**src/rtl/sort_pkg.sv**
```systemverilog
// Shared types and constants for the hardware bubble-sort sequencer.
// Latency: n/a (declarations only).
// Backpressure: n/a.
package sort_pkg;

   typedef enum logic [2:0] {
      ST_IDLE = 3'd0,
      ST_RD0  = 3'd1,
      ST_RD1  = 3'd2,
      ST_CMP  = 3'd3,
      ST_WR0  = 3'd4,
      ST_WR1  = 3'd5,
      ST_DONE = 3'd6
   } sort_state_t;

   localparam logic [3:0] ALU_AND = 4'b0000;
   localparam logic [3:0] ALU_OR  = 4'b0001;
   localparam logic [3:0] ALU_ADD = 4'b0010;
   localparam logic [3:0] ALU_SUB = 4'b0110;
   localparam logic [3:0] ALU_NOR = 4'b1100;
   localparam logic [3:0] ALU_SLL = 4'b0111;

   localparam int WORD_BYTES = 8;

endpackage

```
**src/rtl/sort_index_gen.sv**
```systemverilog
// Pair index / pass bookkeeping for the bubble sort: j, last, swapped and pair addresses.
// Latency: addresses and flags are combinational from registered state; updates on init/adv.
// Backpressure: none, stepped only by the controlling FSM.
module sort_index_gen
   import sort_pkg::*;
#(
   parameter int ADDR_W = 32,
   parameter int LEN_W  = 16
) (
   input  logic              clk,
   input  logic              reset_n,
   input  logic              i_init,
   input  logic [ADDR_W-1:0] i_base,
   input  logic [LEN_W-1:0]  i_len,
   input  logic              i_adv,
   input  logic              i_swap,
   output logic [ADDR_W-1:0] o_addr_j,
   output logic [ADDR_W-1:0] o_addr_j1,
   output logic              o_pass_end,
   output logic              o_sort_end
);

   logic [ADDR_W-1:0] r_base;
   logic [LEN_W-1:0]  r_j;
   logic [LEN_W-1:0]  r_last;
   logic              r_swapped;
   logic [LEN_W-1:0]  w_j1;
   logic              w_swapped;

   assign w_j1      = r_j + LEN_W'(1);
   assign w_swapped = r_swapped | i_swap;

   assign o_addr_j   = r_base + ADDR_W'(r_j) * ADDR_W'(WORD_BYTES);
   assign o_addr_j1  = r_base + ADDR_W'(w_j1) * ADDR_W'(WORD_BYTES);
   assign o_pass_end = !(w_j1 < r_last);
   // A swap in the current WR1 cycle must count toward this pass.
   assign o_sort_end = !w_swapped || (r_last == LEN_W'(1));

   always_ff @(posedge clk or negedge reset_n) begin
      if (!reset_n) begin
         r_base    <= '0;
         r_j       <= '0;
         r_last    <= '0;
         r_swapped <= 1'b0;
      end else if (i_init) begin
         r_base    <= i_base;
         r_j       <= '0;
         r_last    <= i_len - LEN_W'(1);
         r_swapped <= 1'b0;
      end else if (i_adv) begin
         if (!o_pass_end) begin
            r_j       <= w_j1;
            r_swapped <= w_swapped;
         end else if (!o_sort_end) begin
            r_last    <= r_last - LEN_W'(1);
            r_j       <= '0;
            r_swapped <= 1'b0;
         end
      end
   end

endmodule

```
**src/rtl/bubble_sort_ctrl.sv**
```systemverilog
// In-place ascending bubble sort of 64-bit words in memory, using the shared ALU's Is_Greater flag.
// Latency: 3 cycles per non-swapping pair, 5 per swapping pair; start -> RD0 next cycle.
// Backpressure: none; owns the memory port while busy, start ignored outside IDLE.
module bubble_sort_ctrl
   import sort_pkg::*;
#(
   parameter int ADDR_W = 32,
   parameter int LEN_W  = 16
) (
   input  logic              clk,
   input  logic              reset_n,
   input  logic              start,
   input  logic [ADDR_W-1:0] base_addr,
   input  logic [LEN_W-1:0]  len,
   output logic              busy,
   output logic              done,
   output logic [31:0]       swap_count,
   output logic [ADDR_W-1:0] mem_addr,
   input  logic [63:0]       mem_rdata,
   output logic [63:0]       mem_wdata,
   output logic              mem_we,
   output logic [63:0]       alu_a,
   output logic [63:0]       alu_b,
   output logic [3:0]        alu_op,
   input  logic              alu_is_greater
);

   sort_state_t       r_state;
   sort_state_t       w_next;
   logic [63:0]       r_x;
   logic [63:0]       r_y;
   logic [31:0]       r_swap_count;

   logic              w_init;
   logic              w_adv;
   logic              w_swap;
   logic              w_clear;
   logic [ADDR_W-1:0] w_addr_j;
   logic [ADDR_W-1:0] w_addr_j1;
   logic              w_pass_end;
   logic              w_sort_end;

   sort_index_gen #(
      .ADDR_W (ADDR_W),
      .LEN_W  (LEN_W)
   ) u_idx (
      .clk        (clk),
      .reset_n    (reset_n),
      .i_init     (w_init),
      .i_base     (base_addr),
      .i_len      (len),
      .i_adv      (w_adv),
      .i_swap     (w_swap),
      .o_addr_j   (w_addr_j),
      .o_addr_j1  (w_addr_j1),
      .o_pass_end (w_pass_end),
      .o_sort_end (w_sort_end)
   );

   assign busy       = (r_state != ST_IDLE);
   assign done       = (r_state == ST_DONE);
   assign swap_count = r_swap_count;
   assign alu_op     = ALU_SUB;

   always_ff @(posedge clk or negedge reset_n) begin
      if (!reset_n) begin
         r_state <= ST_IDLE;
      end else begin
         r_state <= w_next;
      end
   end

   always_comb begin
      w_next    = r_state;
      mem_addr  = '0;
      mem_wdata = '0;
      mem_we    = 1'b0;
      alu_a     = '0;
      alu_b     = '0;
      w_init    = 1'b0;
      w_adv     = 1'b0;
      w_swap    = 1'b0;
      w_clear   = 1'b0;
      case (r_state)
         ST_IDLE: begin
            if (start) begin
               w_init  = 1'b1;
               w_clear = 1'b1;
               w_next  = (len >= LEN_W'(2)) ? ST_RD0 : ST_DONE;
            end
         end
         ST_RD0: begin
            mem_addr = w_addr_j;
            w_next   = ST_RD1;
         end
         ST_RD1: begin
            mem_addr = w_addr_j1;
            w_next   = ST_CMP;
         end
         ST_CMP: begin
            // Second operand comes straight off the read port; no extra cycle to register it.
            alu_a = r_x;
            alu_b = mem_rdata;
            if (alu_is_greater) begin
               w_next = ST_WR0;
            end else begin
               w_adv  = 1'b1;
               w_next = (w_pass_end && w_sort_end) ? ST_DONE : ST_RD0;
            end
         end
         ST_WR0: begin
            mem_addr  = w_addr_j;
            mem_wdata = r_y;
            mem_we    = 1'b1;
            w_next    = ST_WR1;
         end
         ST_WR1: begin
            mem_addr  = w_addr_j1;
            mem_wdata = r_x;
            mem_we    = 1'b1;
            w_adv     = 1'b1;
            w_swap    = 1'b1;
            w_next    = (w_pass_end && w_sort_end) ? ST_DONE : ST_RD0;
         end
         ST_DONE: begin
            w_next = ST_IDLE;
         end
         default: begin
            w_next = ST_IDLE;
         end
      endcase
   end

   always_ff @(posedge clk or negedge reset_n) begin
      if (!reset_n) begin
         r_x          <= '0;
         r_y          <= '0;
         r_swap_count <= '0;
      end else begin
         if (r_state == ST_RD1) begin
            r_x <= mem_rdata;
         end
         if (r_state == ST_CMP) begin
            r_y <= mem_rdata;
         end
         if (w_clear) begin
            r_swap_count <= '0;
         end else if (w_swap) begin
            r_swap_count <= r_swap_count + 32'd1;
         end
      end
   end

endmodule

```
**config.mk**
```make
export PLATFORM = sky130hd
export DESIGN_NAME = bubble_sort_ctrl
export DESIGN_NICKNAME = d
export VERILOG_FILES = /design/src/rtl/sort_pkg.sv /design/src/rtl/sort_index_gen.sv /design/src/rtl/bubble_sort_ctrl.sv
export SDC_FILE = /design/constraint.sdc
export NUM_CORES = 1
export LEC_CHECK = 0
export CAP_MARGIN = 20
export CORE_MARGIN = 4
export CORE_UTILIZATION = 60
export CTS_CLUSTER_SIZE = 40
export DETAILED_ROUTE_END_ITERATION = 8
export DONT_BUFFER_PORTS = 1
export PLACE_DENSITY = 0.76
export SYNTH_ARGS = -nofsm -noshare
export SYNTH_HDL_FRONTEND = slang
export SYNTH_SLANG_ARGS = --single-unit
```
**constraint.sdc**
```tcl
create_clock -name clk -period 5.1 [get_ports clk]
set_input_delay 0.51 -clock clk [delete_from_list [all_inputs] [get_ports clk]]
set_output_delay 0.51 -clock clk [all_outputs]
set_load 0.005 [all_outputs]
```
==> flow_summary.toml <==
[grt]
grt_overflow = 0
grt_max_degree = 229
grt_pass1_wl_mm = 52.6
antenna_found_initial = 0
grt_pass1_vias = 9783
track_usage = 0.261

[clocking]
numCtsBuffers = 26
clockRootBuffer = "clkbuf_16"
clockBufferDepth = 3
htreeDepth = 1
cts_tree = "yes"
clkLatencyLatePin_ps = 530
path_clk_slew_ps = 60
cts.sinks = 228

[final_layout]
fillCellCount = 1744
antenna_cells = 0
drive_above_1_share = 0.155
fin_util = 0.661
finalNetCount = 1534
layout-area-overhead-vs-synth_pct = 7.70

[critical_path]
r2r_end = "u_idx.r_j[7]"
path_depth = 14
reg2reg_from = "u_idx.r_j[0]"
crit_slowest_cell = "dfrtp_1"
cp-start-kind = "flip-flop"
r2r_cells = 14
startpoint = "r_state[2]"
arrival_ps = 4310
crit_path_end_kind = "primary output"
critPathTopFamily = "simple AND/OR/NAND/NOR gates"
worstPathMaxFanout = 12
worst-path-buf-inv = 2
crit_path_max_incr_delay_ps = 540
crit_end = "mem_addr[25]"
required_ps = 4590
worstSetupPathType = "reg -> out"
r2r_setup_slack_ps = 960
crit_chain = "and3b_1, buf_4, nor2_2, xnor2_1, ha_1, inv_1, fa_1, nand2b_1, a211oi_1, nor3_1, o41ai_4, nand4_1, xor2_1, nor2_1"

[timing]
finalCritPeriodShare = 0.945
setup_viol = 0
maxSlewHeadroom = 0.347
finalSetupTns_ps = 0
worst_pin_slew_ps = 969
finalHoldViolations = 228
max_freq_mhz = 207
skew_ps = 10.6
rsz0062_at_grt = "no"
hold_ws_ps = -323
fin_crit_ps = 4820
drv_slew = 0

[hold_path]
hold_class = "in -> async"

[floorplan]
io_pins = 379
row_count = 54
start_util = 0.614
die_area_um2 = 24900
fp.coreArea_um2 = 22000
die_w_um = 158
die_y_um = 158

[yosys]
synth_most_common_cell = "dfrtp_1"
synth_seq_cells = 228
synth_common_cells = "dfrtp_1 (228), nand2_1 (179), nor2_1 (158)"
syn_inst = 1416
synth_ff_type = "dfrtp_1"
synth_area_um2 = 13500
yosys.cell_types.count = 64
yosysSeqAreaShare = 0.423
synth_edf_count = 0
synth_top_cell_by_area = "dfrtp_1"
synthArstFlopShare = 1.00
yosys-top-cells-area = "dfrtp_1 (42%), mux2_2 (11%), and2_1 (6.3%), nand2_1 (5.0%), mux2i_1 (4.8%)"
syn_avg_cell_area_um2 = 9.52
yosysTopAreaCellShare = 0.423
yosys_warnings = 0

[route]
vias = 10100
drc = 0
drt-vias-per-instance = 6.01
drtIter0Drc = 655
wirelength_mm = 34.1
wire_per_inst_um = 20.3
first_pass_iters = 5
ant_nets = 0

[power_and_ir_drop]
p_per_area_nw_per_um2 = 579
vdd_ir_drop_max_mv = 0.388
p_leak_nw = 6.71

[placement]
gp_congestion = 0.877
port-buffer-count = 0
dp.final_hpwl_mm = 23.8

[outcome]
violations = "negative hold slack"
status = "finished with violations"

[flow_run]
max_cap_viol_count = 0
## cells in the final DEF, fill, tap and decap left out, types with 5 or more instances in the layout
master	netlist	layout
and4_1	6	6
nand2_1	179	178
nand4_1	23	23
nand2b_1	9	8
dfrtp_1	228	227
mux2_2	128	128
ha_1	37	37
a21oi_1	30	29
nor2_1	158	156
nand3_1	30	29
o31ai_1	10	10
o211ai_1	8	8
xnor2_1	45	45
and2_1	135	134
and3_1	22	22
nor3_1	13	12
a21o_1	7	7
a211oi_1	6	6
clkbuf_16	0	26
o21ai_1	19	19
clkinv_2	0	7
buf_4	5	12
inv_1	29	29
mux2i_1	65	65
o21ai_0	28	28
or4_1	12	12
a31o_2	5	5
xor2_1	50	50
## state kept, by name, summed over array words and instances, names as in the netlist
register         flops
r_x                 64
r_y                 64
swap_count          32
u_idx.r_base        32
u_idx.r_j           16
u_idx.r_last        16
r_state              3
u_idx.r_swapped      1
## cells by family after synthesis
logic type | count (synthesis) | share of synthesized area
flip-flops | 228 | 0.423
adder cells (fa/ha/maj) | 38 | 0.0358
XOR/XNOR | 95 | 0.0617
AND/OR/NAND/NOR | 613 | 0.223
other | 2 | 0.000557
multiplexers | 193 | 0.155
buffers and inverters | 108 | 0.0327
AO/OA/AOI/OAI | 139 | 0.0678
## repair_timing
action,CTS,global route
buffers inserted,0,1
hold endpoints to repair,228,228
resized for setup,0,5
endpoints found under the setup margin,0,13
## per-layer routing
layer,global-route usage,part of all wire
met2,0.448,0.50
met1,0.324,0.39
met4,0.0905,0.036
met3,0.0640,0.073
met5,0,0
## cell type report
cell class / count / area, um^2 / area share
Multi-Input combinational cell: 1082 / 7390 / 0.509
Sequential cell: 228 / 5710 / 0.393
Clock buffer: 32 / 713 / 0.0491
Tap cell: 280 / 350 / 0.0241
Clock inverter: 14 / 144 / 0.00991
Timing Repair Buffer: 13 / 110 / 0.00758
Inverter: 29 / 109 / 0.00749
## power by group
part | total [W] | internal [W] | switching (W)
logic | 0.00345 | 0.00157 | 0.00188
clock network | 0.00186 | 0.00110 | 0.000764
registers | 0.00309 | 0.00256 | 0.000531
## worst min path at each step
| stage | startpoint | end | slack, ps | depth (start not counted) |
|---|---|---|---|---|
| floorplan | reset_n | r_state[0] | 210 | 0 |
| global placement | reset_n | swap_count[20] | 220 | 0 |
| detailed placement | reset_n | u_idx.r_base[1] | 220 | 0 |
| CTS | reset_n | r_x[15] | -360 | 0 |
| global route | reset_n | r_state[0] | -350 | 0 |
| finish | reset_n | swap_count[20] | -320 | 0 |
## metrics by stage
| stage | setup WS [ps] | power [W] | area (um^2) | cells |
|---|---|---|---|---|
| final | 279 | 0.00841 | 14500 | 1678 |
| after global routing | 15.1 | 0.00896 | 14500 | 1678 |
| after CTS | 23.8 | 0.00847 | 14500 | 1677 |
| after detailed placement | 612 | 0.00656 | 13600 | 1631 |
| after global placement | 680 | 0.00644 | 13600 | 1631 |
| after floorplan | 1080 | 0.00577 | 13500 | 1418 |
(Power assumes the default switching activity.)
